**src/rtl/accum_frame_ctrl.sv**
```systemverilog
// -----------------------------------------------------------------------------
// accum_frame_ctrl
//
// Frame sequencer for the signed accumulator datapath. A frame starts with
// start_i, which latches the frame length. The controller then clears the
// accumulator and streams exactly that many samples into it over a valid/ready
// port. It waits one cycle for the accumulator register to settle, then
// presents the sum and a sticky overflow flag on an output valid/ready port.
//
// Ports
//   clk, rst_i              clock (rising edge), asynchronous active-high reset
//   start_i, frame_len_i    frame start and length; sampled only while idle
//   abort_i                 abandon the current frame and return to idle
//   busy_o                  high whenever a frame is in progress
//   s_valid_i/s_ready_o/s_data_i    sample input stream
//   acc_en_o/acc_clear_o/acc_data_o control and data to the accumulator
//   acc_result_i            accumulator result, registered (1-cycle latency)
//   m_valid_o/m_ready_i/m_data_o/m_ovf_o result output stream
// -----------------------------------------------------------------------------
module accum_frame_ctrl #(
  parameter int DIN_WIDTH  = 32,
  parameter int DOUT_WIDTH = 32,
  parameter int LEN_WIDTH  = 16
) (
  input  logic                  clk,
  input  logic                  rst_i,
  input  logic                  start_i,
  input  logic [LEN_WIDTH-1:0]  frame_len_i,
  input  logic                  abort_i,
  output logic                  busy_o,
  input  logic                  s_valid_i,
  output logic                  s_ready_o,
  input  logic [DIN_WIDTH-1:0]  s_data_i,
  output logic                  acc_en_o,
  output logic                  acc_clear_o,
  output logic [DIN_WIDTH-1:0]  acc_data_o,
  input  logic [DOUT_WIDTH-1:0] acc_result_i,
  output logic                  m_valid_o,
  input  logic                  m_ready_i,
  output logic [DOUT_WIDTH-1:0] m_data_o,
  output logic                  m_ovf_o
);

  typedef enum logic [2:0] {
    ST_IDLE  = 3'd0,
    ST_CLEAR = 3'd1,
    ST_ACCUM = 3'd2,
    ST_DRAIN = 3'd3,
    ST_HOLD  = 3'd4
  } state_t;

  // Signed-add overflow: operands share a sign and the wrapped sum does not.
  function automatic logic add_ovf(input logic [DOUT_WIDTH-1:0] a,
                                   input logic [DOUT_WIDTH-1:0] b);
    logic [DOUT_WIDTH-1:0] s;
    s = a + b;
    return (a[DOUT_WIDTH-1] == b[DOUT_WIDTH-1]) && (s[DOUT_WIDTH-1] != a[DOUT_WIDTH-1]);
  endfunction

  state_t                r_state;
  state_t                w_state_nxt;
  logic [LEN_WIDTH-1:0]  r_len;
  logic [LEN_WIDTH-1:0]  r_count;
  logic                  r_ovf;
  logic [DOUT_WIDTH-1:0] r_m_data;

  logic                  w_in_accum;
  logic                  w_last;
  logic                  w_hs;
  logic                  w_acc_clear;
  logic [DOUT_WIDTH-1:0] w_sample_ext;

  assign w_in_accum   = (r_state == ST_ACCUM);
  // r_len is at least 1 whenever ACCUM is entered, so len-1 never underflows.
  assign w_last       = (r_count == (r_len - LEN_WIDTH'(1'b1)));
  assign w_sample_ext = DOUT_WIDTH'($signed(s_data_i));

  // State register.
  always_ff @(posedge clk or posedge rst_i) begin
    if (rst_i) begin
      r_state <= ST_IDLE;
    end else begin
      r_state <= w_state_nxt;
    end
  end

  // Next-state decode; abort overrides everything, including a pending handshake.
  always_comb begin
    w_state_nxt = r_state;
    w_acc_clear = 1'b0;
    w_hs        = 1'b0;
    if (abort_i && (r_state != ST_IDLE)) begin
      w_state_nxt = ST_IDLE;
      w_acc_clear = 1'b1;
    end else begin
      case (r_state)
        ST_IDLE: begin
          if (start_i) begin
            w_state_nxt = ST_CLEAR;
          end else begin
            w_state_nxt = ST_IDLE;
          end
        end
        ST_CLEAR: begin
          w_acc_clear = 1'b1;
          if (r_len == {LEN_WIDTH{1'b0}}) begin
            w_state_nxt = ST_DRAIN;
          end else begin
            w_state_nxt = ST_ACCUM;
          end
        end
        ST_ACCUM: begin
          w_hs = s_valid_i;
          if (s_valid_i && w_last) begin
            w_state_nxt = ST_DRAIN;
          end else begin
            w_state_nxt = ST_ACCUM;
          end
        end
        ST_DRAIN: begin
          w_state_nxt = ST_HOLD;
        end
        ST_HOLD: begin
          if (m_ready_i) begin
            w_state_nxt = ST_IDLE;
          end else begin
            w_state_nxt = ST_HOLD;
          end
        end
        default: begin
          w_state_nxt = ST_IDLE;
        end
      endcase
    end
  end

  // Frame length is captured only when a frame is accepted from idle.
  always_ff @(posedge clk or posedge rst_i) begin
    if (rst_i) begin
      r_len <= {LEN_WIDTH{1'b0}};
    end else if ((r_state == ST_IDLE) && start_i) begin
      r_len <= frame_len_i;
    end
  end

  // Accepted-sample counter, restarted by every CLEAR.
  always_ff @(posedge clk or posedge rst_i) begin
    if (rst_i) begin
      r_count <= {LEN_WIDTH{1'b0}};
    end else if (r_state == ST_CLEAR) begin
      r_count <= {LEN_WIDTH{1'b0}};
    end else if (w_hs) begin
      r_count <= r_count + LEN_WIDTH'(1'b1);
    end
  end

  // Sticky overflow; acc_result_i already holds the sum of all earlier samples
  // at each handshake, so it is the correct left operand.
  always_ff @(posedge clk or posedge rst_i) begin
    if (rst_i) begin
      r_ovf <= 1'b0;
    end else if (r_state == ST_CLEAR) begin
      r_ovf <= 1'b0;
    end else if (w_hs && add_ovf(acc_result_i, w_sample_ext)) begin
      r_ovf <= 1'b1;
    end
  end

  // Result capture in DRAIN, when the accumulator has absorbed the last sample.
  always_ff @(posedge clk or posedge rst_i) begin
    if (rst_i) begin
      r_m_data <= {DOUT_WIDTH{1'b0}};
    end else if (r_state == ST_DRAIN) begin
      r_m_data <= acc_result_i;
    end
  end

  assign busy_o      = (r_state != ST_IDLE);
  assign s_ready_o   = w_in_accum;
  assign acc_en_o    = w_hs;
  assign acc_clear_o = w_acc_clear;
  assign acc_data_o  = w_in_accum ? s_data_i : {DIN_WIDTH{1'b0}};
  assign m_valid_o   = (r_state == ST_HOLD);
  assign m_data_o    = r_m_data;
  assign m_ovf_o     = r_ovf;

endmodule

```
**config.mk**
```make
export PLATFORM = sky130hd
export DESIGN_NAME = accum_frame_ctrl
export DESIGN_NICKNAME = d
export VERILOG_FILES = /design/src/rtl/accum_frame_ctrl.sv
export SDC_FILE = /design/constraint.sdc
export NUM_CORES = 1
export LEC_CHECK = 0
export CAP_MARGIN = 10
export CORE_MARGIN = 2
export CORE_UTILIZATION = 30
export CTS_CLUSTER_SIZE = 25
export DETAILED_ROUTE_END_ITERATION = 16
export GPL_TIMING_DRIVEN = 0
export PLACE_DENSITY_LB_ADDON = 0.3
export SYNTH_ARGS = -nofsm -noshare
export SYNTH_HDL_FRONTEND = slang
export SYNTH_SLANG_ARGS = --single-unit
```
**constraint.sdc**
```tcl
create_clock -name clk -period 3.7 [get_ports clk]
set_input_delay 0.555 -clock clk [delete_from_list [all_inputs] [get_ports clk]]
set_output_delay 0.555 -clock clk [all_outputs]
set_load 0.02 [all_outputs]
```
==> flow_summary.ini <==
[outcome]
outcome = completed

[clock_network]
clk-insertion-delay-late_ps = 330
post_cts_buffers = 0
clock-sinks = 68
path_clk_slew_ps = 60
cts_resized = 0
root_buffer = clkbuf_16
holdBufCountCts = 0
htreeDepth = 3
cts_tree = done
cts_inserted_buffers = 9
clk_path_buf_depth = 2

[global_routing]
grt_pass1_wl_mm = 18.8
track_usage_pct = 16.5
antenna_found_initial = 0
grt_overflow = 0
first_global_vias = 3684
grt_max_degree = 69

[setup_path]
critical_path.cell_chain = inv_1 -> nor3_1 -> clkbuf_1 -> and2_1 -> clkdlybuf4s50_1
crit_required_ps = 3140
path_delay_family = buffers and inverters
crit_type = reg2out
crit_arrival_ps = 2820
cp_max_fo = 10
worstSetupStartpoint = r_state[1]$_DFF_PP0_
cp_slowest_stage_delay_ps = 720
start_kind = register
path_buf_inv = 3
end_kind = output pin
slowest_stage = nor3_1
r2r-start = r_len[0]$_DFFE_PP0P_

[yosys]
synth_xor_area_share_pct = 6.98
synth_fp_nets = 507
synth_compound_area_share_pct = 7.80
synthSimpleGateAreaFrac_pct = 19.7
yosys.area.top_type = dfrtp_1
syn_area_um2 = 4140
yosys-mux-area-fraction_pct = 12.8
synth.area.top_cells = dfrtp_1 (41%), mux2_2 (13%), ha_1 (9.7%)
synth_top_family_by_area = simple AND/OR/NAND/NOR gates
syn_inst = 389
synth_common_cells = dfrtp_1 (68), mux2_2 (46), and2_1 (34)
ys_types = 51
async_flop_share_pct = 100
synth-edff-count = 0
synth-main-ff-cell = dfrtp_1
seq_area_frac_synth_pct = 41.1
synthAdderAreaFrac_pct = 9.91
ys_ff_latch = 68
avgSynthCellArea_um2 = 10.6
synth_most_common_cell = dfrtp_1
yosys.area.top_type_share_pct = 41.1
yosysWarnings = 0

[die]
io_pins = 156
die_width_um = 121
die_area_um2 = 14800
initial_core_util_pct = 31.0
fp-row-count = 42
die_h_um = 121
core_um2 = 13300

[drt]
drtIter0Drc = 125
first_pass_iters = 4
route.vias.total = 3605
via_per_inst = 4.90
antenna_left = 0
routedWlPerCell_um = 16.2
drc_errors = 0
routed_wl_mm = 12.0

[min_path]
min-delay-path-class = reg2reg
hold_path.startpoint = m_ovf_o$_DFFE_PP0P_

[sta]
fin_skew_ps = 4.20
tightest_slew_ps = 930
finalHoldViolCount = 0
setup_tns_ps = 0
holdWs_ps = 496
max_freq_ghz = 0.296
drv_slew = 0
post-route-period-util_pct = 91.3
grt_setup_unrepaired = no
fin_crit_ps = 3380
slew_headroom_pct = 37.5
fin_ws_ps = 324
finalSetupViolCount = 0

[placed_design]
gp_congestion = 0.838
dpl.hpwl_mm = 9.49
io_buffers = 155
dpl_worst_slack_ps = 629

[layout]
nNetsFinal = 673
diodes = 0
syn_to_final_growth_pct = 49.7
postLayoutCoreUtil_pct = 46.4
drive_above_1_share_pct = 12.1

[flow_run]
cap_violations = 0

[power]
pwr_density_cell_nw_per_um2 = 668
peakVddDrop_mv = 0.322
total_power_w = 0.00414
leakage_nw = 2.53
-- placed cells by master (no fill, tap or decap), types with 2 or more instances in the layout --
cell type | Yosys | layout
clkdlybuf4s50_1 | 0 | 155
dfrtp_1 | 68 | 68
mux2_2 | 46 | 46
and2_1 | 34 | 34
ha_1 | 32 | 32
nor2_1 | 24 | 24
nand2_1 | 18 | 18
xnor2_1 | 18 | 18
a21oi_1 | 15 | 15
xor2_1 | 15 | 15
nand4_1 | 13 | 13
nand3_1 | 11 | 11
clkbuf_1 | 7 | 10
clkbuf_16 | 0 | 9
inv_1 | 9 | 8
o21ai_0 | 8 | 8
nor3_1 | 8 | 8
or3_1 | 6 | 6
a21o_1 | 6 | 6
and3_1 | 4 | 4
and4_1 | 3 | 3
o21a_1 | 3 | 3
nand2b_1 | 3 | 3
clkbuf_8 | 0 | 3
buf_2 | 2 | 2
or2_1 | 2 | 2
nor3_2 | 2 | 2
nor2b_1 | 2 | 2
a31oi_1 | 2 | 2
a211oi_1 | 2 | 2
o22ai_1 | 2 | 2
nor4b_1 | 2 | 2
-- state kept, by name, indices dropped and copies added, names as in the netlist --
register  flops
m_data_o     32
m_ovf_o       1
r_count      16
r_len        16
r_state       3
-- per-layer routing --
layer | GRT usage, % | up-vias | share of wire [%]
met2 | 29.8 | 97 | 52
li1 | - | 1732 | -
met3 | 4.46 | 17 | 4.5
met4 | 5.68 | 0 | 2.3
met1 | 18.5 | 1759 | 41
met5 | 0 | - | 0
-- per-stage QoR --
stage / instance area, um2 / cells
4_1_cts: 6200 / 736
6_report: 6200 / 736
2_1_floorplan: 4140 / 389
3_5_place_dp: 5910 / 720
5_1_grt: 6200 / 736
3_3_place_gp: 5910 / 720
-- area by class of cell --
| class | count | area (um2) |
|---|---|---|
| fill | 1266 | 7150 |
| clock inverter | 1 | 5.00 |
| buffer | 10 | 40.0 |
| multi-input combinational | 302 | 2360 |
| timing repair buffer | 155 | 1550 |
| clock buffer | 15 | 278 |
| inverter | 9 | 36.3 |
| tap | 176 | 220 |
| sequential | 68 | 1700 |
-- final timing paths --
| path | endpoint | slack, ps | cells past startpoint |
|---|---|---|---|
| max in group asynchronous | m_data_o[19]$_DFFE_PP0N_ | 2370 | 2 |
| min in group asynchronous | m_data_o[1]$_DFFE_PP0N_ | 750 | 2 |
| setup / recovery | acc_data_o[29] | 320 | 5 |
| hold / removal | m_ovf_o$_DFFE_PP0P_ | 500 | 2 |
| hold reg to reg | m_ovf_o$_DFFE_PP0P_ | 500 | 2 |
| setup reg to reg | r_state[0]$_DFF_PP0_ | 1530 | 8 |
-- tightest hold or removal path, delay by kind of cell (launching register included) --
| kind | cells | cell delay (ps) |
|---|---|---|
| DFF | 1 | 340 |
| and+or+nand+nor | 2 | 120 |
-- kinds of logic after synthesis --
logic type / count (synthesis)
xor+xnor: 33
fa+ha+maj: 33
mux: 47
compound gates: 49
simple gates: 140
flops: 68
buf+inv: 19
-- power by group --
group          total [W]  internal (W)  leakage (nW)  switching, W
combinational    0.00204       0.00106          1.55      0.000982
sequential       0.00128       0.00104         0.838      0.000243
clock           0.000821      0.000508         0.140      0.000313
Note: power is estimated with default switching activity, not from simulation.
